$ cat src/rtl/debounce_pkg.sv
// Shared constants and mode encodings for the multi-channel debouncer.
package debounce_pkg;

    localparam int unsigned DEFAULT_SAMPLE_MAX = 25000;
    localparam int unsigned DEFAULT_PULSE_MAX  = 150;

    typedef enum logic {
        MODE_LEGACY = 1'b0,
        MODE_HYST   = 1'b1
    } mode_e;

endpackage

$ cat src/rtl/debounce_chan.sv
// Single debounce channel: saturating integrator, filtered level and edge pulses.
module debounce_chan
    import debounce_pkg::*;
#(
    parameter int PULSE_COUNT_MAX = DEFAULT_PULSE_MAX,
    parameter int SYMMETRIC       = int'(MODE_HYST),
    parameter int CNT_W           = $clog2(PULSE_COUNT_MAX + 1)
) (
    input  logic clk,
    input  logic rst,
    input  logic tick,
    input  logic en,
    input  logic in,
    output logic level,
    output logic rise,
    output logic fall
);

    localparam logic [CNT_W-1:0] CNT_MAX = CNT_W'(PULSE_COUNT_MAX);
    localparam bit HYST = (SYMMETRIC == int'(MODE_HYST));

    logic [CNT_W-1:0] r_cnt;
    logic             r_level;
    logic             r_rise;
    logic             r_fall;
    logic [CNT_W-1:0] w_cnt_next;
    logic             w_level_next;

    always_comb begin
        w_cnt_next = r_cnt;
        if (in) begin
            if (r_cnt < CNT_MAX) begin
                w_cnt_next = r_cnt + CNT_W'(1);
            end
        end else if (HYST) begin
            if (r_cnt != '0) begin
                w_cnt_next = r_cnt - CNT_W'(1);
            end
        end else begin
            w_cnt_next = '0;
        end
    end

    // Hysteresis holds the level between the rails; legacy drops it below saturation.
    always_comb begin
        w_level_next = r_level;
        if (w_cnt_next == CNT_MAX) begin
            w_level_next = 1'b1;
        end else if (!HYST || (w_cnt_next == '0)) begin
            w_level_next = 1'b0;
        end
    end

    always_ff @(posedge clk) begin
        if (rst) begin
            r_cnt   <= '0;
            r_level <= 1'b0;
            r_rise  <= 1'b0;
            r_fall  <= 1'b0;
        end else if (tick && en) begin
            r_cnt   <= w_cnt_next;
            r_level <= w_level_next;
            r_rise  <= w_level_next & ~r_level;
            r_fall  <= ~w_level_next & r_level;
        end else begin
            r_rise  <= 1'b0;
            r_fall  <= 1'b0;
        end
    end

    assign level = r_level;
    assign rise  = r_rise;
    assign fall  = r_fall;

endmodule

$ cat src/rtl/debouncer_multi.sv
// Multi-channel debouncer: one shared sample-tick counter feeding WIDTH channels.
module debouncer_multi
    import debounce_pkg::*;
#(
    parameter int WIDTH            = 1,
    parameter int SAMPLE_COUNT_MAX = DEFAULT_SAMPLE_MAX,
    parameter int PULSE_COUNT_MAX  = DEFAULT_PULSE_MAX,
    parameter int SYMMETRIC        = int'(MODE_HYST),
    parameter int SAMPLE_W         = $clog2(SAMPLE_COUNT_MAX),
    parameter int CNT_W            = $clog2(PULSE_COUNT_MAX + 1)
) (
    input  logic             clk,
    input  logic             rst,
    input  logic [WIDTH-1:0] glitchy_signal,
    input  logic [WIDTH-1:0] chan_en,
    output logic [WIDTH-1:0] debounced_signal,
    output logic [WIDTH-1:0] rise_pulse,
    output logic [WIDTH-1:0] fall_pulse,
    output logic             sample_tick
);

    localparam logic [SAMPLE_W-1:0] TICK_LAST = SAMPLE_W'(SAMPLE_COUNT_MAX - 1);

    logic [SAMPLE_W-1:0] r_count;
    logic                w_tick;

    assign w_tick = (r_count == TICK_LAST);

    always_ff @(posedge clk) begin
        if (rst || w_tick) begin
            r_count <= '0;
        end else begin
            r_count <= r_count + SAMPLE_W'(1);
        end
    end

    assign sample_tick = w_tick;

    for (genvar g = 0; g < WIDTH; g++) begin : g_chan
        debounce_chan #(
            .PULSE_COUNT_MAX (PULSE_COUNT_MAX),
            .SYMMETRIC       (SYMMETRIC),
            .CNT_W           (CNT_W)
        ) u_chan (
            .clk   (clk),
            .rst   (rst),
            .tick  (w_tick),
            .en    (chan_en[g]),
            .in    (glitchy_signal[g]),
            .level (debounced_signal[g]),
            .rise  (rise_pulse[g]),
            .fall  (fall_pulse[g])
        );
    end

endmodule

$ cat config.mk
export PLATFORM = sky130hd
export DESIGN_NAME = debouncer_multi
export DESIGN_NICKNAME = d
export VERILOG_FILES = /design/src/rtl/debounce_pkg.sv /design/src/rtl/debounce_chan.sv /design/src/rtl/debouncer_multi.sv
export SDC_FILE = /design/constraint.sdc
export NUM_CORES = 1
export LEC_CHECK = 0
export CAP_MARGIN = 25
export CORE_MARGIN = 2
export CORE_UTILIZATION = 45
export DETAILED_ROUTE_END_ITERATION = 8
export HOLD_SLACK_MARGIN = 0.02
export PLACE_DENSITY = 0.75
export SYNTH_ARGS = -nofsm -noshare
export SYNTH_HDL_FRONTEND = slang
export SYNTH_SLANG_ARGS = --single-unit
$ cat constraint.sdc
create_clock -name clk -period 7.2 [get_ports clk]
set_clock_uncertainty 0.15 [all_clocks]
set_input_delay 1.08 -clock clk [delete_from_list [all_inputs] [get_ports clk]]
set_output_delay 1.08 -clock clk [all_outputs]
set_load 0.01 [all_outputs]
==> flow_results.org, run 1 <==
** Clock network
- In this run, post-CTS hold repair placed 0 buffers.
- In this run the number of H-tree levels came out at 1.
- Buffer levels on the longest clock path :: 2
- CTS buffer count :: 3
- Root buf cell :: sky130_fd_sc_hd__clkbuf_4
- In this run, post-CTS repair resized a total of 0 instances.
- Post CTS Setup Buffer Count :: 0
- Clock latency on the worst-skew pair :: 320 ps
- Clock sink count :: 26
- TritonCTS built the clock tree.
- Clk pin slew, worst setup/hold paths :: 140 ps

** Synthesis
- In this run, synthesis produced a sequential element count of 26.
- For this run, the leading register cell type out of synthesis is sky130_fd_sc_hd__dfxtp_1.
- Post-synth top cells :: sky130_fd_sc_hd__nor2_1, sky130_fd_sc_hd__dfxtp_1, sky130_fd_sc_hd__nand2_1
- Number of enable flip-flop cells after synthesis :: 0
- Post-synthesis cell count :: 184
- The share of the Yosys chip area taken by registers is 34.6%.
- Biggest area consumer among synthesized cells :: sky130_fd_sc_hd__dfxtp_1
- Post-synthesis cell type count :: 44
- Cell types occupying the most area after synthesis :: sky130_fd_sc_hd__dfxtp_1, sky130_fd_sc_hd__nor2_1, sky130_fd_sc_hd__xor2_1
- Cell Area, Synth :: 1500 sq um
- The synthesized design devotes to its leading area cell type 34.6% of total area.
- Post-synthesis average cell area :: 8.17 sq um
- Number of nets in the synthesized netlist :: 192
- For this run, the number of Yosys warnings is 0.
- Library cell with the highest instance count after synthesis :: sky130_fd_sc_hd__nor2_1
- Synth async-reset ratio :: 0%

** Global route
- Via count of the first global-routing pass :: 1,194
- Global-route wire length before repair :: 5150 um
- Pin count of the biggest net entering global routing :: 16
- Across every metal layer, demand over resource in global routing totals 17.9%.
- The initial antenna violation count is 0.
- Overall overflow remaining after global route :: 0

** Placement
- During placement, the flow inserted port buffers numbering 7.
- HPWL after detailed placement :: 2280 um
- Once placement finished, the instance area stood at 1550 sq um.
- The congestion estimate from routability-driven global placement came to 0.837.
- In this run, placement finished with an instance count of 225.

** Worst setup path
- Of all nets on the critical path, the largest fanout is 4.
- Data arrives at the worst endpoint at 2240 ps.
- Kind of start point of the critical path :: register
- Setup CP Type :: register to output port
- Critical path required time :: 5970 ps
- STA classifies the critical path endpoint as an output port.

** Die
- Standard cell core area :: 3100 sq um
- The initial utilization of the core area, before any placement, comes to 48.4%.
- Io pins :: 8
- The floorplan step set the die width to 61.8 um.
- Die outline area :: 3820 sq um
- Vertical die dimension :: 61.8 um
- The initialized floorplan defines 20 standard-cell rows.

** Outcome
- The run finished with clean final reports.

** Final layout
- Fin area :: 1610 sq um
- Area added between synthesis and finish :: 6.83%
- Counting the fill cells in the layout gives 314.
- 0 antenna diodes ended up in the layout.
- For this run, the number of standard cells in the final layout without fillers is 229.
- Of the cells placed in the final design, the portion with a size suffix greater than 1 is 5.41%.
- The net count of the finished layout is 194.

** Pwr
- In this run the power density over the cells is 159 nW/um^2.
- In this run, the clock network consumes 38.6% of the power.
- Power comes to 255 uW.
- Summed over all cells, the static leakage comes to 0.576 nW.
- Maximum vdd drop :: 0.125 mV
- Switching power :: 49.1 uW
- Proportion of power drawn by flip-flops and latches :: 57.5%
- Sw frac :: 19.3%
- Int Power :: 206 uW
- Share of power burned in combinational logic :: 4.0%

** Routing
- Number of vias after detailed routing :: 1,301
- The first routing iteration left 69 violations.
- For this run, design rule violations remaining after detail routing come to 0.
- In the routed layout, each cell is associated on average with a via count of 5.68.
- Final wirelength :: 3020 um
- The first detailed-routing pass took 4 iterations.
- Antenna-violating nets left :: 0
- After detailed routing, the average wire length per cell comes to 13.2 um.

** STA
- The worst pin sits at a relative slew slack of 72.9%.
- Number of hold violations in the final report :: 0
- Setup repair after global routing left no endpoint under its margin.
- Tmin final :: 3470 ps
- Based on the critical path, the design can be clocked at up to 288 MHz.
- Worst slew pin tran :: 405 ps
- Of the available clock period, the critical path in the final layout requires 48.2%.
- Pins Over Slew Limit :: 0
- For the final routed database, the setup TNS stands at 0 ps.
- Setup violations remaining at the end of the flow were counted as 0.

** Min path
- The worst hold path belongs to the class register to register.

** Flow run
- Max-cap violations :: 0
-- critical path, cell delays in order, from the launching register on --
cell and delay [ps]:
sky130_fd_sc_hd__dfxtp_1 360, sky130_fd_sc_hd__or4b_1 570, sky130_fd_sc_hd__nor4_4 380, sky130_fd_sc_hd__clkdlybuf4s50_1 600
-- registers in the layout (all words and copies together), names as in the netlist --
signal               count
g_chan.u_chan.r_cnt      8
g_chan.u_chan.level      1
g_chan.u_chan.rise       1
r_count                 15
g_chan.u_chan.fall       1
-- power by group through the flow --
stage | Sequential, mW | Clock [mW] | Combinational, mW
finish | 0.146 | 0.0983 | 0.0101
global placement | 0.150 | 0 | 0.00953
floorplan | 0.149 | 0 | 0.00754
CTS | 0.147 | 0.101 | 0.0100
detailed placement | 0.150 | 0 | 0.0100
global route | 0.147 | 0.105 | 0.0115
-- cell families (layout without fill, tap and decap cells) --
logic type / after synthesis / in the layout / synth area share (%)
and+or+nand+nor: 95 / 95 / 32.8
AOI/OAI and AO/OA: 28 / 28 / 13.2
buffers and inverters: 14 / 15 / 5.99
xor gates and xnor gates: 15 / 15 / 8.74
adders and majority gates: 4 / 4 / 3.33
muxes: 2 / 2 / 1.33
DFF: 26 / 26 / 34.6
-- placed cells by master, fill, tap and decap left out, types with 2 or more instances in the layout --
master,instances
sky130_fd_sc_hd__a21oi_1,4
sky130_fd_sc_hd__nor3_1,7
sky130_fd_sc_hd__mux2i_1,2
sky130_fd_sc_hd__o21ai_0,5
sky130_fd_sc_hd__or3_1,4
sky130_fd_sc_hd__nand2_1,16
sky130_fd_sc_hd__dfxtp_1,26
sky130_fd_sc_hd__o211ai_1,2
sky130_fd_sc_hd__a211o_1,2
sky130_fd_sc_hd__a31oi_1,2
sky130_fd_sc_hd__nor2_1,33
sky130_fd_sc_hd__clkdlybuf4s50_1,7
sky130_fd_sc_hd__clkbuf_4,3
sky130_fd_sc_hd__inv_1,4
sky130_fd_sc_hd__xnor2_1,7
sky130_fd_sc_hd__xor2_1,8
sky130_fd_sc_hd__or4b_1,2
sky130_fd_sc_hd__nor2b_1,3
sky130_fd_sc_hd__or4_1,3
sky130_fd_sc_hd__nand4_1,2
sky130_fd_sc_hd__nor4b_1,2
sky130_fd_sc_hd__a211oi_1,5
sky130_fd_sc_hd__and3_1,5
sky130_fd_sc_hd__nand3_1,10
sky130_fd_sc_hd__ha_1,4
-- metal layers --
layer | up-vias | track usage [%] | part of all wire, %
li1 | 647 | - | -
met4 | 0 | 9.12 | 1.9
met1 | 608 | 25.7 | 49
met3 | 7 | 2.07 | 4.7
met5 | - | 0 | 0
met2 | 39 | 26.3 | 45
-- worst paths after layout --
check / from / end / slack, ps / depth (start not counted)
worst max-delay path: r_count[4]$_SDFF_PP0_ / sample_tick / 3730 / 3
worst min-delay path: r_count[0]$_SDFF_PP0_ / r_count[0]$_SDFF_PP0_ / 310 / 1
worst max register to register: g_chan[0].u_chan.r_cnt[0]$_SDFFE_PP0P_ / g_chan[0].u_chan.level$_SDFFE_PP0P_ / 4360 / 9
worst min register to register: r_count[0]$_SDFF_PP0_ / r_count[0]$_SDFF_PP0_ / 310 / 1
-- cell type report --
type                            count  area (sq um)  share of cell area, %
Sequential cell                    26           520                   32.4
Multi-Input combinational cell    144           892                   55.6
Timing Repair Buffer                7          70.1                   4.36
Clock buffer                        3          22.5                   1.40
Clock inverter                      1          30.0                   1.87
Inverter                            4          15.0                  0.935
Tap cell                           44          55.1                   3.43
-- per-stage QoR --
step	utilization [%]	worst slack, ps	hold WS [ps]
after floorplan	-	4080	268
after global placement	50.0	3530	278
after detailed placement	50.0	3460	291
after CTS	51.7	3690	311
after global routing	51.7	3620	338
final	51.7	3730	306
Note: power is estimated with default switching activity, not from simulation.
==> inputs of run 2 (changes only) <==
clock period = 3.26 ns   (was 7.2 ns; I/O delays follow)
==> results of run 2 <==
Same layout as run 1 (identical final DEF). Status: finished, final reports clean.
Among the figures that moved: setup slack after placement 3460 ps -> 106 ps; setup slack after layout 3730 ps -> 379 ps; register-to-register setup slack 4360 ps -> 420 ps; total power 0.255 mW -> 0.563 mW; worst IR drop on VDD 0.125 mV -> 0.275 mV
==> inputs of run 3 (changes only) <==
CORE_MARGIN = unset   (was 2)
HOLD_SLACK_MARGIN = unset   (was 0.02)
==> run 3 against run 2 <==
Net effect: clock-buffer cell count stayed put; clock power is 2% higher; sequential power hardly changed; routed wire length fell by 3.6%; die area decreased by 6.4%; global-route usage rose by 0.51 points; cell count unchanged; combinational power decreased by 2%; highest routed layer unchanged.
==> flow_results.org, run 3 (synthesized netlist as in run 1, its figures left out) <==
** Final layout
- Flip-flop count of the largest register after layout :: 15 (unchanged)
- The net count of the finished layout came to 194 (unchanged).
- Largest regs: r_count x15, g_chan.u_chan.r_cnt x8 (unchanged).
- The most common library cell in the layout ignoring fill and taps was sky130_fd_sc_hd__nor2_1 (unchanged).
- Most used cells in the layout excluding fill and tap cells :: sky130_fd_sc_hd__nor2_1, sky130_fd_sc_hd__dfxtp_1, sky130_fd_sc_hd__nand2_1 (unchanged)
- The synthesis-to-finish area growth is 6.83% (unchanged).
- The utilization after layout was 51.7% (unchanged).
- The register with the most flip-flops is r_count (unchanged).
- The number of diodes added for antenna fixing was 0 (unchanged).
- Share of cells above drive strength 1 :: 5.41% (unchanged)

** STA
- Number of hold violations in the final report :: 0 (unchanged)
- Unrepaired setup endpoints after global routing :: false (unchanged)
- Pins Over Slew Limit :: 0 (unchanged)
- Final-layout setup total negative slack :: 0 ps (unchanged)
- Count of endpoints failing setup in the final report :: 0 (unchanged)
- Worst slew pin tran :: 401 ps (was 405 ps)
- The period utilization came to 88.8% (was 88.4%).
- The worst-case headroom to the max-slew limit is 73.2% (was 72.9%).
- Tmin final :: 2890 ps (was 2880 ps)
- Max Fclk :: 346 MHz (was 347 MHz)

** Routing
- The detailed-routing wirelength on met1 was 1490 um (was 1470 um).
- Routed met3 length :: 154 um (was 143 um)
- Number of vias after detailed routing :: 1,276 (was 1,301)
- The residual DRC count is 0 (unchanged).
- Top routing layer in use :: met4 (unchanged)
- Final wirelength :: 2910 um (was 3020 um)
- Vias/cell :: 5.57 (was 5.68)
- The count of nets left with antenna violations after detail routing came to 0 (unchanged).
- Wire length on met2 :: 1220 um (was 1340 um)
- The count of TritonRoute iterations in the first routing pass came to 4 (unchanged).
- The detailed-route wire length per cell is 12.7 um (was 13.2 um).
- Iteration-0 DRC Markers :: 56 (was 69)

** Clock network
- Root buf cell :: sky130_fd_sc_hd__clkbuf_4 (unchanged)
- Clock sink count :: 26 (unchanged)
- The post-CTS repair timing setup buffer count was 0 (unchanged).
- Clock tree from TritonCTS :: built (unchanged)
- The count of instances resized after the clock tree is built is 0 (unchanged).
- CTS hold repair buffers :: 0 (unchanged)
- CTS buffer count :: 3 (unchanged)
- The largest buffer count on any clock path was 2 (unchanged).
- The clock-pin slew of the registers on the worst-case setup and hold paths was 150 ps (was 140 ps).
- Clock latency on the worst-skew pair :: 330 ps (was 320 ps)
- CTS H-Tree Depth :: 1 (unchanged)

** Min path
- Class of the tightest hold or removal check :: register to register (unchanged)

** Die
- The die boundary width is 59.8 um (was 61.8 um).
- Effective utilization at floorplan :: 48.4% (unchanged)
- Die outline area :: 3570 sq um (was 3820 sq um)
- Floorplan row count :: 20 (unchanged)
- The vertical die dimension came to 59.8 um (was 61.8 um).
- Standard cell core area :: 3100 sq um (unchanged)
- Io pins :: 8 (unchanged)

** Flow run
- The max-cap violation count came to 0 (unchanged).

** Placement
- Input/output buffers :: 7 (unchanged)
- HPWL after detailed placement :: 2100 um (was 2280 um)
- The final RePlAce weighted congestion is 0.824 (was 0.837).

** Worst setup path
- Critical path required time :: 2620 ps (about the same)
- CP Cell Sequence: or4b_1, nor4_4, clkdlybuf4s50_1 (unchanged).
- The worst setup slack for register-to-register paths was 450 ps (was 420 ps).
- The start point of the critical path is r_count[4]$_SDFF_PP0_ (unchanged).
- The cell class contributing the biggest share of worst-path delay is simple AND/OR/NAND/NOR gates (unchanged).
- The highest net fanout along the worst path came to 4 (unchanged).
- Critical Path Slowest Stage Cell :: sky130_fd_sc_hd__clkdlybuf4s50_1 (unchanged)
- Worst endpoint data arrival time :: 2260 ps (was 2240 ps)
- Critical Path End Type :: output port (unchanged)
- The stage delay of the slowest cell on the critical path was 600 ps (about the same).
- The number of buffer and inverter stages on the critical path came to 1 (unchanged).
- The number of cells on the critical path came to 3 (unchanged).
- The type of the worst setup path is register to output port (unchanged).
- The startpoint of the worst register-to-register path was g_chan[0].u_chan.r_cnt[0]$_SDFFE_PP0P_ (unchanged).
- Kind of start point of the critical path :: register (unchanged)
- Critical path destination :: sample_tick (unchanged)
- The worst reg2reg path depth is 9 (unchanged).
- End of the worst register-to-register path :: g_chan[0].u_chan.level$_SDFFE_PP0P_ (unchanged)

** Pwr
- Static Leak :: 0.576 nW (unchanged)
- The total power divided by cell area is 353 nW/um^2 (was 351 nW/um^2).
- Final Power :: 566 uW (was 563 uW)
- Maximum vdd drop :: 0.275 mV (about the same)

** Global route
- The maximum number of pins on one net before global-route repair is 16 (unchanged).
- All-Layer GR Usage :: 18.4% (was 17.9%)
- Global-route wire length before repair :: 5020 um (was 5150 um)
- The initial antenna violation count was 0 (unchanged).
- The via count of the first global-routing pass is 1,128 (was 1,194).
- The sum of overflow across all layers after global routing is 0 (unchanged).

** Outcome
- Run status :: finished, final reports clean (unchanged)
## run 3: area by class of cell
class | instances | area [sq um]
clock buffer | 3 | 22.5
timing repair buffer | 7 | 70.1
sequential | 26 | 520
tap | 44 | 55.1
multi-input combinational | 144 | 892
fill | 309 | 1500
inverter | 4 | 15.0
clock inverter | 1 | 30.0
## run 3: where the power goes
part | switching (mW) | total, mW | internal (mW) | leakage [nW]
combinational | 0.0128 | 0.0219 | 0.00910 | 0.338
sequential | 0.00250 | 0.323 | 0.321 | 0.210
clock | 0.0966 | 0.221 | 0.124 | 0.0279
total | 0.112 | 0.566 | 0.455 | 0.576
## run 3: worst register-to-register path, cell delays in order (launching register included)
cell and delay (ps):
sky130_fd_sc_hd__dfxtp_1 370, sky130_fd_sc_hd__inv_1 160, sky130_fd_sc_hd__ha_1 200, sky130_fd_sc_hd__nor2b_1 270
sky130_fd_sc_hd__a31o_2 230, sky130_fd_sc_hd__a21oi_1 40, sky130_fd_sc_hd__or3_1 340, sky130_fd_sc_hd__or4_1 610
sky130_fd_sc_hd__a211o_1 250, sky130_fd_sc_hd__a21oi_1 130
## run 3: how the worst min path moves through the flow
stage | cells after the start | startpoint | end
2_1_floorplan | 1 | r_count[0]$_SDFF_PP0_ | r_count[0]$_SDFF_PP0_
3_3_place_gp | 1 | r_count[0]$_SDFF_PP0_ | r_count[0]$_SDFF_PP0_
3_5_place_dp | 1 | r_count[0]$_SDFF_PP0_ | r_count[0]$_SDFF_PP0_
4_1_cts | 1 | r_count[0]$_SDFF_PP0_ | r_count[0]$_SDFF_PP0_
5_1_grt | 1 | r_count[0]$_SDFF_PP0_ | r_count[0]$_SDFF_PP0_
6_report | 1 | r_count[0]$_SDFF_PP0_ | r_count[0]$_SDFF_PP0_
## run 3: metrics by stage
stage | setup WS [ps] | cells | hold slack (ps) | cell area, sq um
3_5_place_dp | 150 | 225 | 298 | 1550
5_1_grt | 302 | 229 | 337 | 1610
4_1_cts | 348 | 229 | 318 | 1610
3_3_place_gp | 177 | 225 | 278 | 1550
2_1_floorplan | 732 | 184 | 268 | 1500
6_report | 366 | 229 | 309 | 1610
## run 3: per-layer routing
| layer | vias to the layer above | global-route usage, % |
|---|---|---|
| li1 | 650 | - |
| met1 | 591 | 26.9 |
| met2 | 31 | 26.0 |
| met3 | 4 | 2.81 |
| met4 | 0 | 8.97 |
| met5 | - | 0 |
